<file path="src/rtl/muldiv_unit.sv">
// Iterative multiply/divide unit with architectural HI/LO registers (MULT/MULTU/DIV/DIVU/MTHI/MTLO).
// Define MULDIV_DIV_EN to build the restoring divider; otherwise DIV/DIVU report an error.
module muldiv_unit #(
    parameter int unsigned WIDTH = 32
) (
    input  logic             clk,
    input  logic             rst_n,
    input  logic             start,
    input  logic [2:0]       op,
    input  logic [WIDTH-1:0] a,
    input  logic [WIDTH-1:0] b,
    output logic             busy,
    output logic             done,
    output logic             err,
    output logic [WIDTH-1:0] hi,
    output logic [WIDTH-1:0] lo
);
    localparam int unsigned CW = $clog2(WIDTH + 1);

    typedef enum logic [1:0] {StIdle, StRun, StDone} state_e;

    state_e             state_q;
    logic [CW-1:0]      cnt_q;
    logic [WIDTH-1:0]   opnd_q;  // multiplicand or divisor magnitude
    logic [2*WIDTH-1:0] acc_q;   // {partial product, multiplier} or {remainder, quotient}
    logic               neg_q;
    logic               err_q;
    logic [WIDTH-1:0]   hi_q, lo_q;

    logic               signed_op, is_mul, is_mt;
    logic [WIDTH-1:0]   abs_a, abs_b;
    logic [WIDTH:0]     sum;
    logic [2*WIDTH-1:0] mul_next, acc_d, prod;
    logic [WIDTH-1:0]   hi_fin, lo_fin;

    assign signed_op = ~op[0];
    assign is_mul    = (op[2:1] == 2'b00);
    assign is_mt     = (op[2:1] == 2'b10);
    assign abs_a     = (signed_op && a[WIDTH-1]) ? -a : a;
    assign abs_b     = (signed_op && b[WIDTH-1]) ? -b : b;

    assign sum      = {1'b0, acc_q[2*WIDTH-1:WIDTH]} + {1'b0, (acc_q[0] ? opnd_q : '0)};
    assign mul_next = {sum, acc_q[WIDTH-1:1]};

`ifdef MULDIV_DIV_EN
    logic               div_q;
    logic               rneg_q;
    logic               is_div;
    logic [WIDTH:0]     shifted, diff;
    logic [2*WIDTH-1:0] div_next;

    assign is_div  = (op[2:1] == 2'b01);
    // Remainder stays below the divisor, so a successful trial difference fits in WIDTH bits.
    assign shifted = {acc_q[2*WIDTH-1:WIDTH], acc_q[WIDTH-1]};
    assign diff    = shifted - {1'b0, opnd_q};
    assign div_next = diff[WIDTH] ? {shifted[WIDTH-1:0], acc_q[WIDTH-2:0], 1'b0}
                                  : {diff[WIDTH-1:0], acc_q[WIDTH-2:0], 1'b1};
`endif

    always_comb begin
        acc_d  = mul_next;
        prod   = neg_q ? -mul_next : mul_next;
        hi_fin = prod[2*WIDTH-1:WIDTH];
        lo_fin = prod[WIDTH-1:0];
`ifdef MULDIV_DIV_EN
        if (div_q) begin
            acc_d  = div_next;
            lo_fin = neg_q ? -div_next[WIDTH-1:0] : div_next[WIDTH-1:0];
            hi_fin = rneg_q ? -div_next[2*WIDTH-1:WIDTH] : div_next[2*WIDTH-1:WIDTH];
        end
`endif
    end

    always_ff @(posedge clk) begin
        if (!rst_n) begin
            state_q <= StIdle;
            cnt_q   <= '0;
            opnd_q  <= '0;
            acc_q   <= '0;
            neg_q   <= 1'b0;
            err_q   <= 1'b0;
            hi_q    <= '0;
            lo_q    <= '0;
`ifdef MULDIV_DIV_EN
            div_q   <= 1'b0;
            rneg_q  <= 1'b0;
`endif
        end else begin
            case (state_q)
                StRun: begin
                    acc_q <= acc_d;
                    cnt_q <= cnt_q - CW'(1);
                    if (cnt_q == CW'(1)) begin
                        state_q <= StDone;
                        err_q   <= 1'b0;
                        hi_q    <= hi_fin;
                        lo_q    <= lo_fin;
                    end
                end
                default: begin
                    state_q <= StIdle;
                    if (start) begin
                        if (is_mt) begin
                            if (op[0]) lo_q <= a;
                            else       hi_q <= a;
                        end else if (is_mul) begin
                            state_q <= StRun;
                            cnt_q   <= CW'(WIDTH);
                            opnd_q  <= abs_a;
                            acc_q   <= {{WIDTH{1'b0}}, abs_b};
                            neg_q   <= signed_op & (a[WIDTH-1] ^ b[WIDTH-1]);
`ifdef MULDIV_DIV_EN
                            div_q   <= 1'b0;
                        end else if (is_div && (b != '0)) begin
                            state_q <= StRun;
                            cnt_q   <= CW'(WIDTH);
                            opnd_q  <= abs_b;
                            acc_q   <= {{WIDTH{1'b0}}, abs_a};
                            neg_q   <= signed_op & (a[WIDTH-1] ^ b[WIDTH-1]);
                            rneg_q  <= signed_op & a[WIDTH-1];
                            div_q   <= 1'b1;
`endif
                        end else begin
                            state_q <= StDone;
                            err_q   <= 1'b1;
                        end
                    end
                end
            endcase
        end
    end

    assign busy = (state_q == StRun);
    assign done = (state_q == StDone);
    assign err  = err_q;
    assign hi   = hi_q;
    assign lo   = lo_q;

endmodule

</file>
<file path="config.mk">
export PLATFORM = sky130hd
export DESIGN_NAME = muldiv_unit
export DESIGN_NICKNAME = d
export VERILOG_FILES = /design/src/rtl/muldiv_unit.sv
export SDC_FILE = /design/constraint.sdc
export NUM_CORES = 1
export LEC_CHECK = 0
export BUFFER_PORTS_ARGS = -buffer_cell sky130_fd_sc_hd__buf_2
export CAP_MARGIN = 15
export CORE_MARGIN = 3
export CORE_UTILIZATION = 45
export CTS_BUF_LIST = sky130_fd_sc_hd__clkbuf_8
export DETAILED_ROUTE_END_ITERATION = 10
export HOLD_SLACK_MARGIN = 0.02
export SLEW_MARGIN = 20
export SYNTH_ARGS = -nofsm -noshare
export SYNTH_HDL_FRONTEND = slang
export SYNTH_SLANG_ARGS = --single-unit
</file>
<file path="constraint.sdc">
create_clock -name clk -period 5.28 [get_ports clk]
set_clock_uncertainty 0.1 [all_clocks]
set_input_delay 1.056 -clock clk [delete_from_list [all_inputs] [get_ports clk]]
set_output_delay 1.056 -clock clk [all_outputs]
set_load 0.01 [all_outputs]
</file>
==> flow_summary.yaml, run 1 <==
status:
  outcome: "complete, no violations"
logic_synthesis:
  synth_edf_count: 0
  synth_common_cells: "243 x nor2_1, 177 x a21oi_1, 170 x dfxtp_1"
  synth_top_family_by_area: "compound AO/OA/AOI/OAI gates"
  synthXorXnorAreaFrac_pct: 8.53
  async_flop_share_pct: 0
  synth_area_per_cell_um2: 7.37
  syn_nets: 1738
  ys_types: 82
  synth_fa_ha_area_share_pct: 4.02
  yosysTopAreaCell: "dfxtp_1"
  ys_ff_latch: 170
  synth_area_mm2: 0.0120
  synth_top_area_share_pct: 28.3
  yosysWarnings: 0
  netlist_instances: 1630
  synth_mux_area_share_pct: 0.688
  synth.most_common_cell: "nor2_1"
  seq_area_frac_synth_pct: 28.3
  yosys.area_share.simple_pct: 25.1
  synthFlopType: "dfxtp_1"
  synth_compound_area_share_pct: 28.8
  synth_area_leaders: "dfxtp_1 28%, nor2_1 7.6%, a21oi_1 7.4%, a211oi_1 6.1%, xor2_1 5.0%"
timing:
  rsz0062_at_grt: "false"
  setup_ws_ns: 0.415
  hold_violations: 0
  tightestPinTransition_ns: 1.03
  whs_ns: 0.366
  fmax_ghz: 0.206
  min_period_over_period_pct: 92.1
  period_minus_slack_ns: 4.86
  slew_headroom_pct: 31.5
  tns_ns: 0
  setup_viol: 0
  finalMaxSlewViolations: 0
place:
  pre_cts_ws_ns: 0.512
  numPortBuffers: 136
  gp_congestion: 0.938
  dpl.hpwl_mm: 31.0
power:
  power.combinational.fraction_pct: 18.4
  p_leak_nw: 5.13
  p_int_mw: 1.92
  p_per_area_mw_per_mm2: 220
  switchingPower_mw: 0.992
  sw_frac_of_total_pct: 34.0
  pwr-share-clk_pct: 34.2
  p_seq_share_pct: 47.5
  peakVddDrop_mv: 0.168
floorplanning:
  die_w_um: 169
  chipHeight_um: 169
  core_area_mm2: 0.0261
  num_io_pins: 137
  rows: 59
  floorplan.die_area_mm2: 0.0287
  start_util_pct: 45.9
setup_path:
  crit_chain: "buf_4, and2_1, ha_1, and2_1, and3_1, a221o_1, nor3_1, o32ai_1, or4_1, or3_4, or2_0, o41a_1, a211oi_2"
  startpoint_type: "flop"
  r2r_slack_ns: 0.42
  critPathMaxFanout: 18
  cpMostUsedCell: "and2_1"
  cp_data_arrival_time_ns: 5.16
  cp-end-kind: "flop"
  r2r-start: "acc_q[0]"
  slowest_delay_ns: 0.68
  r2r_end: "hi[31]"
  worstSetupPathType: "flop to flop"
  cp_data_required_time_ns: 5.58
  r2r_cells: 13
  crit_slowest_cell: "dfxtp_1"
global_routing:
  grt_pass1_vias: 11300
  grt_util_all_layers_pct: 28.3
  gr-total-overflow: 0
  grt_max_degree: 70
  grt_pass1_wl_mm: 64.9
  grt_antenna_before_repair: 0
cells_and_area:
  final_nets: 1797
  area_growth_pct: 10.4
  layout-drive-gt1-share_pct: 13.3
  antenna_cells: 0
routing:
  drtAntennaViolNets: 0
  via_count: 12400
  wl_mm: 41.4
  vias_per_cell: 6.08
  dr.pass1.iters: 5
  drtIter0Drc: 1114
  wl_per_cell_um: 20.3
  route.detailed.drc: 0
worst_hold_path:
  hold_depth: 2
  min_to: "opnd_q[0]"
  holdCritStartpoint: "opnd_q[0]"
  hold_class: "flop to flop"
clock_network:
  htree_levels: 4
  cts_setup_buffers: 0
  clk_pin_slew_ns: 0.11
  cts-resized-gates: 0
  cts_buffers: 17
  clk_path_buf_depth: 2
  cts_tree: "done"
  clock_sinks: 170
  cts_root_buf: "clkbuf_8"
  clk_latency_ns: 0.48
  cts.hold.buffers_added: 0
run:
  cap_violations: 0
power by group through the flow:
| stage | Combinational [mW] | Clock [mW] | Sequential, mW |
|---|---|---|---|
| finish | 0.535 | 0.996 | 1.38 |
| global route | 0.592 | 1.06 | 1.39 |
| CTS | 0.531 | 1.02 | 1.38 |
| detailed placement | 0.529 | 0 | 1.41 |
| global placement | 0.524 | 0 | 1.41 |
| floorplan | 0.345 | 0 | 1.40 |
state kept, by name (all words and copies together) (netlist names):
signal,count
acc_q,64
neg_q,1
hi,32
state_q,2
cnt_q,6
opnd_q,32
err,1
lo,32
area by class of cell:
type                            instances  area [um2]
Inverter                               22        87.6
Clock buffer                           17         234
Multi-Input combinational cell       1319        8090
Fill cell                            2723       12900
Timing Repair Buffer                  159         853
Sequential cell                       170        3400
Clock inverter                         14         174
Tap cell                              335         419
worst max-delay path: cells and delay by family (launching register included):
family	cells	cell delay [ns]
AO/OA/AOI/OAI	4	1.07
AND/OR/NAND/NOR	7	2.31
adder cells (fa/ha/maj)	1	0.31
flip-flops	1	0.68
buffers and inverters	1	0.30
per-layer routing:
layer	track usage, %	part of all wire [%]
met2	45.3	46
met1	40.9	47
met3	3.24	4.7
met5	0	0
met4	7.11	2.2
logic make-up (layout without fill, tap and decap cells):
| kind of cell | count (synthesis) | in the layout |
|---|---|---|
| fa+ha+maj | 38 | 38 |
| buf+inv | 141 | 212 |
| compound gates | 532 | 532 |
| flops | 170 | 170 |
| xor+xnor | 117 | 117 |
| mux | 8 | 8 |
| simple gates | 624 | 624 |
how the worst max path moves through the flow:
stage	start	end	slack, ns	depth (start not counted)
floorplan	acc_q[0]	hi[31]	1.11	14
global placement	acc_q[0]	hi[30]	0.41	12
detailed placement	acc_q[0]	hi[31]	0.51	13
CTS	acc_q[0]	hi[28]	0.45	13
global route	acc_q[0]	hi[28]	0.07	13
finish	acc_q[0]	hi[31]	0.42	13
metrics by stage:
stage,power (mW),cell area [um2],util [%],instances
detailed placement,1.94,12800,49.1,2005
CTS,2.93,13300,50.7,2036
floorplan,1.75,12000,-,1630
global route,3.04,13300,50.7,2036
global placement,1.94,12800,49.1,2005
finish,2.92,13300,50.7,2036
cell usage in the layout, fill, tap and decap left out, types with 15 or more instances in the layout:
cell / count
nand3_1: 51
dfxtp_1: 169
nand4_1: 18
and2_1: 38
buf_2: 136
nand2_1: 107
nor4_1: 15
clkbuf_8: 17
nor2_1: 242
o21ai_0: 75
nor3_1: 29
ha_1: 37
o211ai_1: 22
a21o_1: 20
or3_1: 21
xor2_1: 69
buf_4: 23
or4_1: 18
a31oi_1: 22
inv_1: 20
a211oi_1: 98
xnor2_1: 48
a21oi_1: 177
o31ai_1: 29
(Power assumes the default switching activity.)
==> inputs of run 2 (changes only) <==
--- a/config.mk
+++ b/config.mk
@@ -5,12 +5,12 @@
 export SDC_FILE = /design/constraint.sdc
 export NUM_CORES = 1
 export LEC_CHECK = 0
-export BUFFER_PORTS_ARGS = -buffer_cell sky130_fd_sc_hd__buf_2
 export CAP_MARGIN = 15
 export CORE_MARGIN = 3
 export CORE_UTILIZATION = 45
 export CTS_BUF_LIST = sky130_fd_sc_hd__clkbuf_8
 export DETAILED_ROUTE_END_ITERATION = 10
+export DONT_BUFFER_PORTS = 1
 export HOLD_SLACK_MARGIN = 0.02
 export SLEW_MARGIN = 20
 export SYNTH_ARGS = -nofsm -noshare
==> run 2 against run 1 <==
Compared with the run above:
- fmax is 0.92% higher
- first-iteration DRC count shrank 6.3%
- wire length is 2.6% lower
- via count fell by 4.9%
- global-route usage down 0.83 points
- critical endpoint is now hi[30]
- largest cell class unchanged
==> flow_summary.yaml, run 2 (synthesis gave the netlist of run 1 again) <==
setup_path:
  r2r_slack_ns: 0.46
  cp_data_arrival_time_ns: 5.07
  cp-endpoint: "hi[30]"
  cp-startpoint: "acc_q[0]"
  worstSetupPathType: "flop to flop"
  crit_chain: "buf_4, and2_1, ha_1, inv_1, o21bai_1, a41oi_1, a2111oi_1, o21ai_0, a2111oi_0, or4b_4, o41ai_1, o31ai_1"
  crit_slowest_cell: "a2111oi_1"
  startpoint_type: "flop"
  cp_data_required_time_ns: 5.53
  r2r_end: "hi[30]"
  critPathMaxFanout: 18
  slowest_delay_ns: 0.82
  r2r-start: "acc_q[0]"
  r2r_cells: 12
  cp-end-kind: "flop"
clock_network:
  cts_buffers: 17
  clk_latency_ns: 0.48
  clock_sinks: 170
  clk_pin_slew_ns: 0.12
  cts_setup_buffers: 0
  cts_root_buf: "clkbuf_8"
  htree_levels: 4
  cts_tree: "done"
  clk_path_buf_depth: 2
floorplanning:
  rows: 59
  core_area_mm2: 0.0261
  chipHeight_um: 169
  floorplan.die_area_mm2: 0.0287
  die_w_um: 169
  num_io_pins: 137
  start_util_pct: 45.9
worst_hold_path:
  hold_class: "flop to flop"
cells_and_area:
  post-route-util_pct: 48.0
  area_growth_pct: 4.40
  largest-register: "acc_q"
  final_cell_mix: "242 x nor2_1, 177 x a21oi_1, 169 x dfxtp_1"
  final_nets: 1656
  layout_commonest_cell: "nor2_1"
  layout-drive-gt1-share_pct: 5.45
  largest_reg_flops: 64
  antenna_cells: 0
global_routing:
  grt_util_all_layers_pct: 27.5
  grt_pass1_vias: 10900
  grt_antenna_before_repair: 0
  grt_pass1_wl_mm: 62.9
  gr-total-overflow: 0
  grt_max_degree: 163
status:
  outcome: "complete, no violations"
timing:
  hold_violations: 0
  tns_ns: 0
  tightestPinTransition_ns: 1.05
  setup_ws_ns: 0.460
  slew_headroom_pct: 30.3
  setup_viol: 0
  finalMaxSlewViolations: 0
  whs_ns: 0.381
  period_minus_slack_ns: 4.82
  min_period_over_period_pct: 91.3
  rsz0062_at_grt: "false"
  fmax_ghz: 0.207
routing:
  wl_mm: 40.4
  via_count: 11800
  wl_per_cell_um: 21.3
  drtAntennaViolNets: 0
  drtIter0Drc: 1044
  vias_per_cell: 6.21
  route.detailed.drc: 0
  dr.pass1.iters: 6
power:
  p_per_area_mw_per_mm2: 223
  p_leak_nw: 4.45
  peakVddDrop_mv: 0.149
run:
  cap_violations: 0
place:
  pre_cts_ws_ns: 0.246
  gp_congestion: 0.940
  numPortBuffers: 0
  dpl.hpwl_mm: 30.0
==> run 2: worst max-delay path, delay by kind of cell (launching register included) <==
family,cells,cell delay [ns]
flip-flops,1,0.63
adder cells (fa/ha/maj),1,0.30
AO/OA/AOI/OAI,7,2.54
buffers and inverters,2,0.40
AND/OR/NAND/NOR,2,0.72
==> run 2: area by class of cell <==
cell class	instances	area, um2
clock inverter	15	161
timing repair buffer	18	148
sequential	170	3400
multi-input combinational	1319	8080
clock buffer	17	234
tap	335	419
fill	2719	13600
inverter	22	87.6
==> run 2: timing repair <==
item | CTS | global route
gates resized for setup | 0 | 1
endpoints found under the setup margin | 0 | 4
hold buffers | 0 | 0
==> run 2: power breakdown <==
part | leakage [nW] | switching [mW] | total, mW | internal (mW)
Sequential | 1.38 | 0.0626 | 1.40 | 1.33
Clock | 0.197 | 0.605 | 0.961 | 0.356
Combinational | 2.88 | 0.282 | 0.439 | 0.156
==> run 2: how the worst min path moves through the flow <==
stage	startpoint	slack [ns]	endpoint	depth (start not counted)
global placement	cnt_q[5]	0.36	cnt_q[5]	1
CTS	acc_q[62]	0.38	acc_q[62]	2
global route	acc_q[45]	0.40	acc_q[45]	2
detailed placement	acc_q[62]	0.37	acc_q[62]	2
floorplan	opnd_q[0]	0.33	opnd_q[0]	2
finish	acc_q[57]	0.38	acc_q[57]	2
==> run 2: layer usage <==
layer / vias up / GRT usage [%] / share of wire [%]
met2: 400 / 44.4 / 46
met5: - / 0 / 0
met3: 54 / 5.43 / 6.9
met1: 5511 / 37.8 / 45
li1: 5814 / - / -
met4: 0 / 7.29 / 2.5
==> run 2: metrics by stage <==
step	cell area [um2]	total power, mW	instances
after floorplan	12000	1.75	1630
after global placement	12100	1.86	1864
after detailed placement	12100	1.86	1864
after CTS	12500	2.81	1896
after global routing	12500	2.92	1896
final	12500	2.80	1896
